[src/rtl/uart_rx_if.sv]
// -----------------------------------------------------------------------------
// uart_rx_if -- receive-byte handshake between uart_rx and its consumer.
//
// Signals:
//   rx_data_o  [7:0]  received byte (driven by the receiver)
//   rx_valid_o        byte available (driven by the receiver)
//   rx_ready_i        consumer accepts the byte when high with rx_valid_o
//
// Modports:
//   master  -- the receiver (uart_rx)
//   slave   -- the host-side consumer
// -----------------------------------------------------------------------------
interface uart_rx_if;
  logic [7:0] rx_data_o;
  logic       rx_valid_o;
  logic       rx_ready_i;

  modport master (
    output rx_data_o,
    output rx_valid_o,
    input  rx_ready_i
  );

  modport slave (
    input  rx_data_o,
    input  rx_valid_o,
    output rx_ready_i
  );
endinterface

[src/rtl/uart_rx.sv]
// -----------------------------------------------------------------------------
// uart_rx -- 16x oversampling UART receiver, 8N1 (8E1 with UART_RX_PARITY_EN).
//
// Frames are 1 start bit, 8 data bits LSB-first, optional even parity bit and
// 1 stop bit. The oversample tick comes from a uart_baud instance in the sclk
// domain: every level change of baud_clk_i is one tick, 16 ticks per bit.
//
// Ports:
//   sclk          system clock, rising edge
//   rstn          asynchronous active-low reset
//   baud_clk_i    oversample clock from uart_baud (each toggle = one tick)
//   rxd_i         serial line, asynchronous, idle high
//   rx_if         byte handshake (master side): rx_data_o, rx_valid_o, rx_ready_i
//   busy_o        high whenever the receiver is not idle
//   frame_err_o   1-cycle pulse: stop bit sampled low, byte discarded
//   overrun_o     1-cycle pulse: byte completed while rx_valid_o still high
//   parity_err_o  1-cycle pulse: even parity mismatch (UART_RX_PARITY_EN only)
//
// Configuration macro: UART_RX_PARITY_EN -- adds the parity bit, the PARITY
// state and the parity_err_o port. Undefined gives plain 8N1.
// -----------------------------------------------------------------------------
module uart_rx (
  input  logic      sclk,
  input  logic      rstn,
  input  logic      baud_clk_i,
  input  logic      rxd_i,
  uart_rx_if.master rx_if,
  output logic      busy_o,
  output logic      frame_err_o,
  output logic      overrun_o
`ifdef UART_RX_PARITY_EN
  ,
  output logic      parity_err_o
`endif
);

  typedef enum logic [2:0] {
    ST_IDLE,
    ST_START,
    ST_DATA,
    ST_PARITY,
    ST_STOP,
    ST_BREAK
  } state_t;

  state_t      state_q, state_d;
  logic        rxd_m, rxd_s;
  logic        baud_q;
  logic        tick, sample_pt, bit_end;
  logic [3:0]  os_cnt_q, os_cnt_d;
  logic [2:0]  idx_q, idx_d;
  logic [7:0]  shift_q, shift_d;
  logic        deliver, frame_err_d;
`ifdef UART_RX_PARITY_EN
  logic        par_err_q, par_err_d, parity_err_d;
`endif

  assign tick      = baud_clk_i ^ baud_q;
  assign sample_pt = tick && (os_cnt_q == 4'd7);
  assign bit_end   = tick && (os_cnt_q == 4'd15);
  assign busy_o    = (state_q != ST_IDLE);

  // Line synchronizer resets to the idle (high) level so reset never looks
  // like a start bit.
  // NOTE: sequential state uses non-blocking assignments only, so every
  // register samples the pre-edge value of every other register.
  always_ff @(posedge sclk or negedge rstn) begin
    if (!rstn) begin
      rxd_m  <= 1'b1;
      rxd_s  <= 1'b1;
      baud_q <= 1'b0;
    end else begin
      rxd_m  <= rxd_i;
      rxd_s  <= rxd_m;
      baud_q <= baud_clk_i;
    end
  end

  always_ff @(posedge sclk or negedge rstn) begin
    if (!rstn) state_q <= ST_IDLE;
    else       state_q <= state_d;
  end

  // NOTE: every variable written here gets a default first, so no path can
  // leave one unassigned and infer a latch.
  always_comb begin
    state_d     = state_q;
    os_cnt_d    = os_cnt_q;
    idx_d       = idx_q;
    shift_d     = shift_q;
    deliver     = 1'b0;
    frame_err_d = 1'b0;
`ifdef UART_RX_PARITY_EN
    par_err_d    = par_err_q;
    parity_err_d = 1'b0;
`endif

    // Ticks only advance the bit timer while a frame is in progress.
    if (tick && state_q != ST_IDLE && state_q != ST_BREAK)
      os_cnt_d = os_cnt_q + 4'd1;

    unique case (state_q)
      ST_IDLE: begin
        if (!rxd_s) begin
          state_d  = ST_START;
          os_cnt_d = 4'd0;
`ifdef UART_RX_PARITY_EN
          par_err_d = 1'b0;
`endif
        end
      end
      ST_START: begin
        if (sample_pt && rxd_s) begin
          state_d = ST_IDLE;               // glitch, not a real start bit
        end else if (bit_end) begin
          state_d = ST_DATA;
          idx_d   = 3'd0;
        end
      end
      ST_DATA: begin
        if (sample_pt) shift_d[idx_q] = rxd_s;
        if (bit_end) begin
          if (idx_q == 3'd7) begin
`ifdef UART_RX_PARITY_EN
            state_d = ST_PARITY;
`else
            state_d = ST_STOP;
`endif
          end else begin
            idx_d = idx_q + 3'd1;
          end
        end
      end
      ST_PARITY: begin
`ifdef UART_RX_PARITY_EN
        if (sample_pt) par_err_d = ^{shift_q, rxd_s};
        if (bit_end)   state_d   = ST_STOP;
`else
        state_d = ST_IDLE;
`endif
      end
      ST_STOP: begin
        // Decide at mid-stop and return to IDLE at once, leaving half a bit
        // of margin to catch the next start edge.
        if (sample_pt) begin
`ifdef UART_RX_PARITY_EN
          parity_err_d = par_err_q;
`endif
          if (rxd_s) begin
            deliver = 1'b1;
            state_d = ST_IDLE;
          end else begin
            frame_err_d = 1'b1;
            state_d     = ST_BREAK;
          end
        end
      end
      ST_BREAK: begin
        if (rxd_s) state_d = ST_IDLE;
      end
      default: state_d = ST_IDLE;
    endcase
  end

  always_ff @(posedge sclk or negedge rstn) begin
    if (!rstn) begin
      os_cnt_q         <= 4'd0;
      idx_q            <= 3'd0;
      shift_q          <= 8'h00;
      rx_if.rx_data_o  <= 8'h00;
      rx_if.rx_valid_o <= 1'b0;
      frame_err_o      <= 1'b0;
      overrun_o        <= 1'b0;
`ifdef UART_RX_PARITY_EN
      par_err_q        <= 1'b0;
      parity_err_o     <= 1'b0;
`endif
    end else begin
      os_cnt_q    <= os_cnt_d;
      idx_q       <= idx_d;
      shift_q     <= shift_d;
      frame_err_o <= frame_err_d;
      overrun_o   <= 1'b0;
`ifdef UART_RX_PARITY_EN
      par_err_q    <= par_err_d;
      parity_err_o <= parity_err_d;
`endif
      // A byte being consumed this very cycle frees the slot for the new one.
      if (deliver) begin
        if (!rx_if.rx_valid_o || rx_if.rx_ready_i) begin
          rx_if.rx_data_o  <= shift_q;
          rx_if.rx_valid_o <= 1'b1;
        end else begin
          overrun_o <= 1'b1;
        end
      end else if (rx_if.rx_valid_o && rx_if.rx_ready_i) begin
        rx_if.rx_valid_o <= 1'b0;
      end
    end
  end

endmodule

[src/flat_wrapper.sv]
// flat-port wrapper written by rule: the top's interface ports become plain ports
module uart_rx_flat 
  (sclk, rstn, baud_clk_i, rxd_i, busy_o, frame_err_o, overrun_o, rx_if_rx_data_o, rx_if_rx_valid_o, rx_if_rx_ready_i);
  uart_rx_if rx_if_i ();
  input  logic sclk;
  input  logic rstn;
  input  logic baud_clk_i;
  input  logic rxd_i;
  output logic busy_o;
  output logic frame_err_o;
  output logic overrun_o;
  output wire logic [$bits(rx_if_i.rx_data_o)-1:0] rx_if_rx_data_o;
  output wire logic [$bits(rx_if_i.rx_valid_o)-1:0] rx_if_rx_valid_o;
  input wire logic [$bits(rx_if_i.rx_ready_i)-1:0] rx_if_rx_ready_i;
  assign rx_if_rx_data_o = rx_if_i.rx_data_o;
  assign rx_if_rx_valid_o = rx_if_i.rx_valid_o;
  assign rx_if_i.rx_ready_i = rx_if_rx_ready_i;
  uart_rx u_core (.sclk(sclk), .rstn(rstn), .baud_clk_i(baud_clk_i), .rxd_i(rxd_i), .rx_if(rx_if_i), .busy_o(busy_o), .frame_err_o(frame_err_o), .overrun_o(overrun_o));
endmodule
[config.mk]
export PLATFORM = sky130hd
export DESIGN_NAME = uart_rx_flat
export DESIGN_NICKNAME = d
export VERILOG_FILES = /design/src/rtl/uart_rx_if.sv /design/src/rtl/uart_rx.sv /design/src/flat_wrapper.sv
export SDC_FILE = /design/constraint.sdc
export NUM_CORES = 1
export LEC_CHECK = 0
export CAP_MARGIN = 20
export CORE_UTILIZATION = 39
export DETAILED_ROUTE_END_ITERATION = 10
export MAX_ROUTING_LAYER = met4
export SLEW_MARGIN = 40
export SYNTH_ARGS = -nofsm -noshare
export SYNTH_HDL_FRONTEND = slang
export SYNTH_SLANG_ARGS = --single-unit
export TNS_END_PERCENT = 20
[constraint.sdc]
create_clock -name sclk -period 2.44 [get_ports sclk]
set_input_delay 0.366 -clock sclk [delete_from_list [all_inputs] [get_ports sclk]]
set_output_delay 0.366 -clock sclk [all_outputs]
set_load 0.02 [all_outputs]
### Yosys cells after proc, flatten, opt, wreduce, memory -nomap -nowiden

Cells that the tools add are included.

* latch bits: 0
* bits in registers: 32
* input bits: 5
* memories: 0
* memory bits (read-only): 0
* RAM bits: 0
* word-level logic and storage cells: 83

* add/subtract/negate cells: 2
* mux-type cells: 31
* bitwise logic cells: 1
* magnitude comparators: 2
* shifts and indexed selects: 0
* reduce and logical (&&, ||, !) cells: 18
* equality and inequality tests: 18
* divide/modulo/power cells: 0
* multipliers: 0

Operators with widths (count)
* 3-bit two-way mux: 12
* 3-bit case mux with 5 select lines: 1
* 1-bit two-way mux: 12
* 4-bit two-way mux: 3
* 2-bit by 1-bit inequality test with 1-bit output, second input constant: 5
* 3-bit equality test, second input constant: 3
* 8-bit bitwise mux: 1
* 2-bit inequality test, second input constant: 4
* 1-bit logical AND: 7
* 3-bit case mux with 2 select lines: 1
* 2-bit AND reduction: 3
* 6-bit AND reduction: 1
* 5-bit AND reduction: 1
* 4-bit by 1-bit adder with 4-bit output, second input constant: 1
* 4-bit by 3-bit equality test with 1-bit output, second input constant: 1
* 4-bit equality test, second input constant: 1
* 3-bit by 4-bit < comparator with 1-bit output, second input constant: 1
* 2-bit nonzero test: 2
* 3-bit by 1-bit adder with 3-bit output, second input constant: 1
* 1-bit demux with 3-bit select: 1
* 3-bit by 1-bit equality test with 1-bit output, second input constant: 1
* 3-bit by 2-bit equality test with 1-bit output, second input constant: 1
* 3-bit by 1-bit greater-or-equal comparator with 1-bit output, second input constant: 1
* 3-bit logical NOT: 1
* 6 further kinds: 6

### Logic depth before layout (Yosys ltp)

* word-level depth: 6
* mapped depth: 5
* depth with buffers taken out: 5

### Worst setup path before layout

Ideal clock, no wire load.

* path type: register to register
* from: reg u_core.idx_q[1]
* to: reg u_core.idx_q[0]
* setup time: 125 ps
* arrival: 1594 ps
* cell stages (with the launch flop): 6
* path slack: 722 ps
* buffers on the path: 0
* cell sequence: dfrtp_1 -> ha_1 -> ha_1 -> nor4b_1 -> o211ai_1 -> mux2_2

* cells in the longest elaborated chain, start to end: 3

Ends and longest elaborated chain
* start, declared: line uart_rx.sv:51 `logic [2:0] idx_q, idx_d;`
* start signal, assigned: line uart_rx.sv:180 `idx_q <= idx_d;`
* 3-bit equality test: line uart_rx.sv:123 `if (idx_q == 3'd7) begin`
* 2-bit inequality test (no source line)
* 5-bit AND reduction (no source line)

No other way between the ends.
A chain may end at the register's enable or synchronous reset.

### Worst setup path in the final report

* from: reg u_core.state_q[1]
* to: out busy_o

* cells in the longest elaborated chain, start to end: 1

Ends and longest elaborated chain
* start, declared: line uart_rx.sv:46 `state_t state_q, state_d;`
* start signal, assigned: line uart_rx.sv:81 `else state_q <= state_d;`
* 3-bit nonzero test: line uart_rx.sv:61 `assign busy_o = (state_q != ST_IDLE);`
* end, declared: line flat_wrapper.sv:9 `output logic busy_o;`

No other way between the ends.

==> metrics.csv <==
metric,value,unit
status,"complete, no violations",
hold_violations,0,
io-pin-count,17,
syn_nets,133,
fin_cells,191,
grtUsageTotal,0.1623,
switching_power,0.0003609,W
cts_hold_buf,0,
synth_area,1567,um2
seq_area_frac_synth,0.5128,
avgSynthCellArea,12.53,um2
p_leak,0.8934,nW
io_buffers,16,
via_per_inst,5.372,
fmax,471.2,MHz
irDropWorstVdd,0.0004352,V
required,2.07,ns
antenna_cells,0,
async_reset_ff_frac,1.000,
tns,0,ns
cts_inserted_buffers,5,
final_nets,150,
clock-sinks,32,
post-cts-setup-buffers,0,
synth_area_leader_cell,dfrtp_1,
rows,22,
first_global_vias,1046,
tightest_slew,0.4897,ns
first_pass_iters,4,
synth_top_area_share,0.4792,
slew_headroom,0.6735,
antenna_found_initial,0,
finClkSkew,0.006786,ns
overflow,0,
report.final.slew_viol_count,0,
arrival,1.76,ns
synthFlopType,dfrtp_1,
layout_setup_ws,0.3176,ns
max_stage_delay,0.54,ns
synth_cells,125,
combinationalPowerShare,0.143,
path_buf_inv,1,
post_cts_resized,0,
wl_per_cell,14.61,um
route.vias.total,1026,
grt_max_degree,33,
synth_cell_type_count,38,
fin_util,0.5003,
place_ws,0.4884,ns
core,3744,um2
cts_tree,yes,
p_clk_frac,0.403,
cp-start-kind,flop,
clk_pin_slew,0.06,ns
syn_to_final_growth,19.57,%
clk-insertion-delay-late,0.29,ns
synth-seq-cells,32,
p_seq_frac,0.454,
root_buffer,clkbuf_8,
cp_cell_sequence,or3_1 > clkdlybuf4s50_1,
htree_num_levels,2,
path_delay_family,buffers and inverters,
initial_utilization,0.4184,
rsz0062_at_grt,no,
cts.path.max_buffers,2,
synthTopCellsByArea,"dfrtp_1, mux2_2, nor3b_1, nand4_1, dfstp_2",
dp_hpwl,1824,um
synth-edff-count,0,
cpMaxStageDelayCell,clkdlybuf4s50_1,
fin_crit_sh,0.8698,
drive_gt1_frac,0.2238,
drt_wl_total,2791,um
internal_power,0.001018,W
placed_cells,183,
hp-class,reg2reg,
fillerInstances,356,
crit_type,reg2out,
ys_warn_count,0,
die_h,65.38,um
drc,0,
period_needed,2.122,ns
postRouteAntennaNets,0,
gp_congestion,0.7729,
dieArea,4274,um2
cap_violations,0,
setup_viol,0,
die_w,65.38,um
switching_share,0.2618,
p_per_area,736.0,nW/um2
cp-end-kind,output port,
path_max_fanout,13,
grt_first_pass_wirelength,4926,um
first_iter_violations,33,
==> registers in the layout (all words and copies together) (netlist names), 3 cells and up <==
signal	count
u_core.idx_q	3
u_core.shift_q	8
u_core.state_q	3
u_core.os_cnt_q	4
u_core.rx_if.rx_data_o	8
==> cell usage after synthesis (all sizes together) (2+ instances only) <==
cell    number
a22o         2
and3         5
and3b        4
buf          7
dfrtp       30
dfstp        2
ha           3
mux2        17
mux2i        4
nand2        8
nand4       10
nor2         2
nor3b        9
o211ai       3
xor2         2
==> kinds of logic (layout without fill, tap and decap cells) <==
group	after synthesis	after routing	share of synthesized area
and+or+nand+nor	48	48	0.2141
DFF	32	32	0.5128
muxes	21	21	0.1478
AOI/OAI and AO/OA	10	10	0.04792
buffers and inverters	9	27	0.03753
adders and majority gates	3	3	0.02396
xor gates and xnor gates	2	2	0.01598
==> final cells by class <==
type / count / area (um2) / area share
Sequential cell: 32 / 803.3 / 0.4289
Inverter: 1 / 3.754 / 0.002004
Tap cell: 48 / 60.06 / 0.03206
Clock buffer: 7 / 96.34 / 0.05144
Timing Repair Buffer: 18 / 175.2 / 0.09352
Multi-Input combinational cell: 84 / 704.4 / 0.3761
Clock inverter: 1 / 30.03 / 0.01603
==> path summary, 6_finish.rpt <==
kind,startpoint,endpoint,slack (ns),depth (start not counted)
worst max-delay path,u_core.state_q[1],busy_o,0.32,2
worst min-delay path,u_core.rxd_m,u_core.rxd_s,0.36,0
worst max register to register,u_core.idx_q[0],u_core.idx_q[0],0.53,5
worst min register to register,u_core.rxd_m,u_core.rxd_s,0.36,0
max in group asynchronous,rstn,u_core.rxd_m,1.63,2
min in group asynchronous,rstn,u_core.state_q[0],0.48,2
==> power groups by stage <==
stage          registers, W  logic, W  clock network (W)
3_5_place_dp       0.000635  0.000198                  0
2_1_floorplan      0.000605  0.000172                  0
3_3_place_gp       0.000631  0.000185                  0
4_1_cts            0.000625  0.000199           0.000568
5_1_grt            0.000635  0.000226           0.000589
6_report           0.000626  0.000196           0.000556
==> cell usage in the layout (no fill, tap or decap), types with 2 or more instances in the layout <==
cell	Yosys	final
dfrtp_1	30	30
mux2_2	17	17
clkdlybuf4s50_1	0	16
nand4_1	9	9
nand2_1	8	8
nor3b_1	8	8
clkbuf_8	0	7
and3_1	5	5
mux2i_1	4	4
and3b_1	4	4
o211ai_1	3	3
ha_1	3	3
nor2_1	2	2
a22o_1	2	2
buf_4	2	2
dfstp_2	2	2
==> stage by stage <==
stage | power, W | area [um2] | hold slack [ns]
CTS | 0.001392 | 1873 | 0.3569
detailed placement | 0.0008330 | 1747 | 0.3476
global placement | 0.0008160 | 1747 | 0.3465
floorplan | 0.0007770 | 1567 | 0.07041
finish | 0.001379 | 1873 | 0.3557
global route | 0.001450 | 1873 | 0.3687
==> routing by layer <==
layer / vias to the layer above / GRT usage / part of all wire
li1: 494 / - / -
met1: 506 / 0.2094 / 0.49
met2: 18 / 0.2281 / 0.45
met3: 8 / 0.04167 / 0.035
met4: 0 / 0.09783 / 0.027
met5: - / - / 0
(Power assumes the default switching activity.)
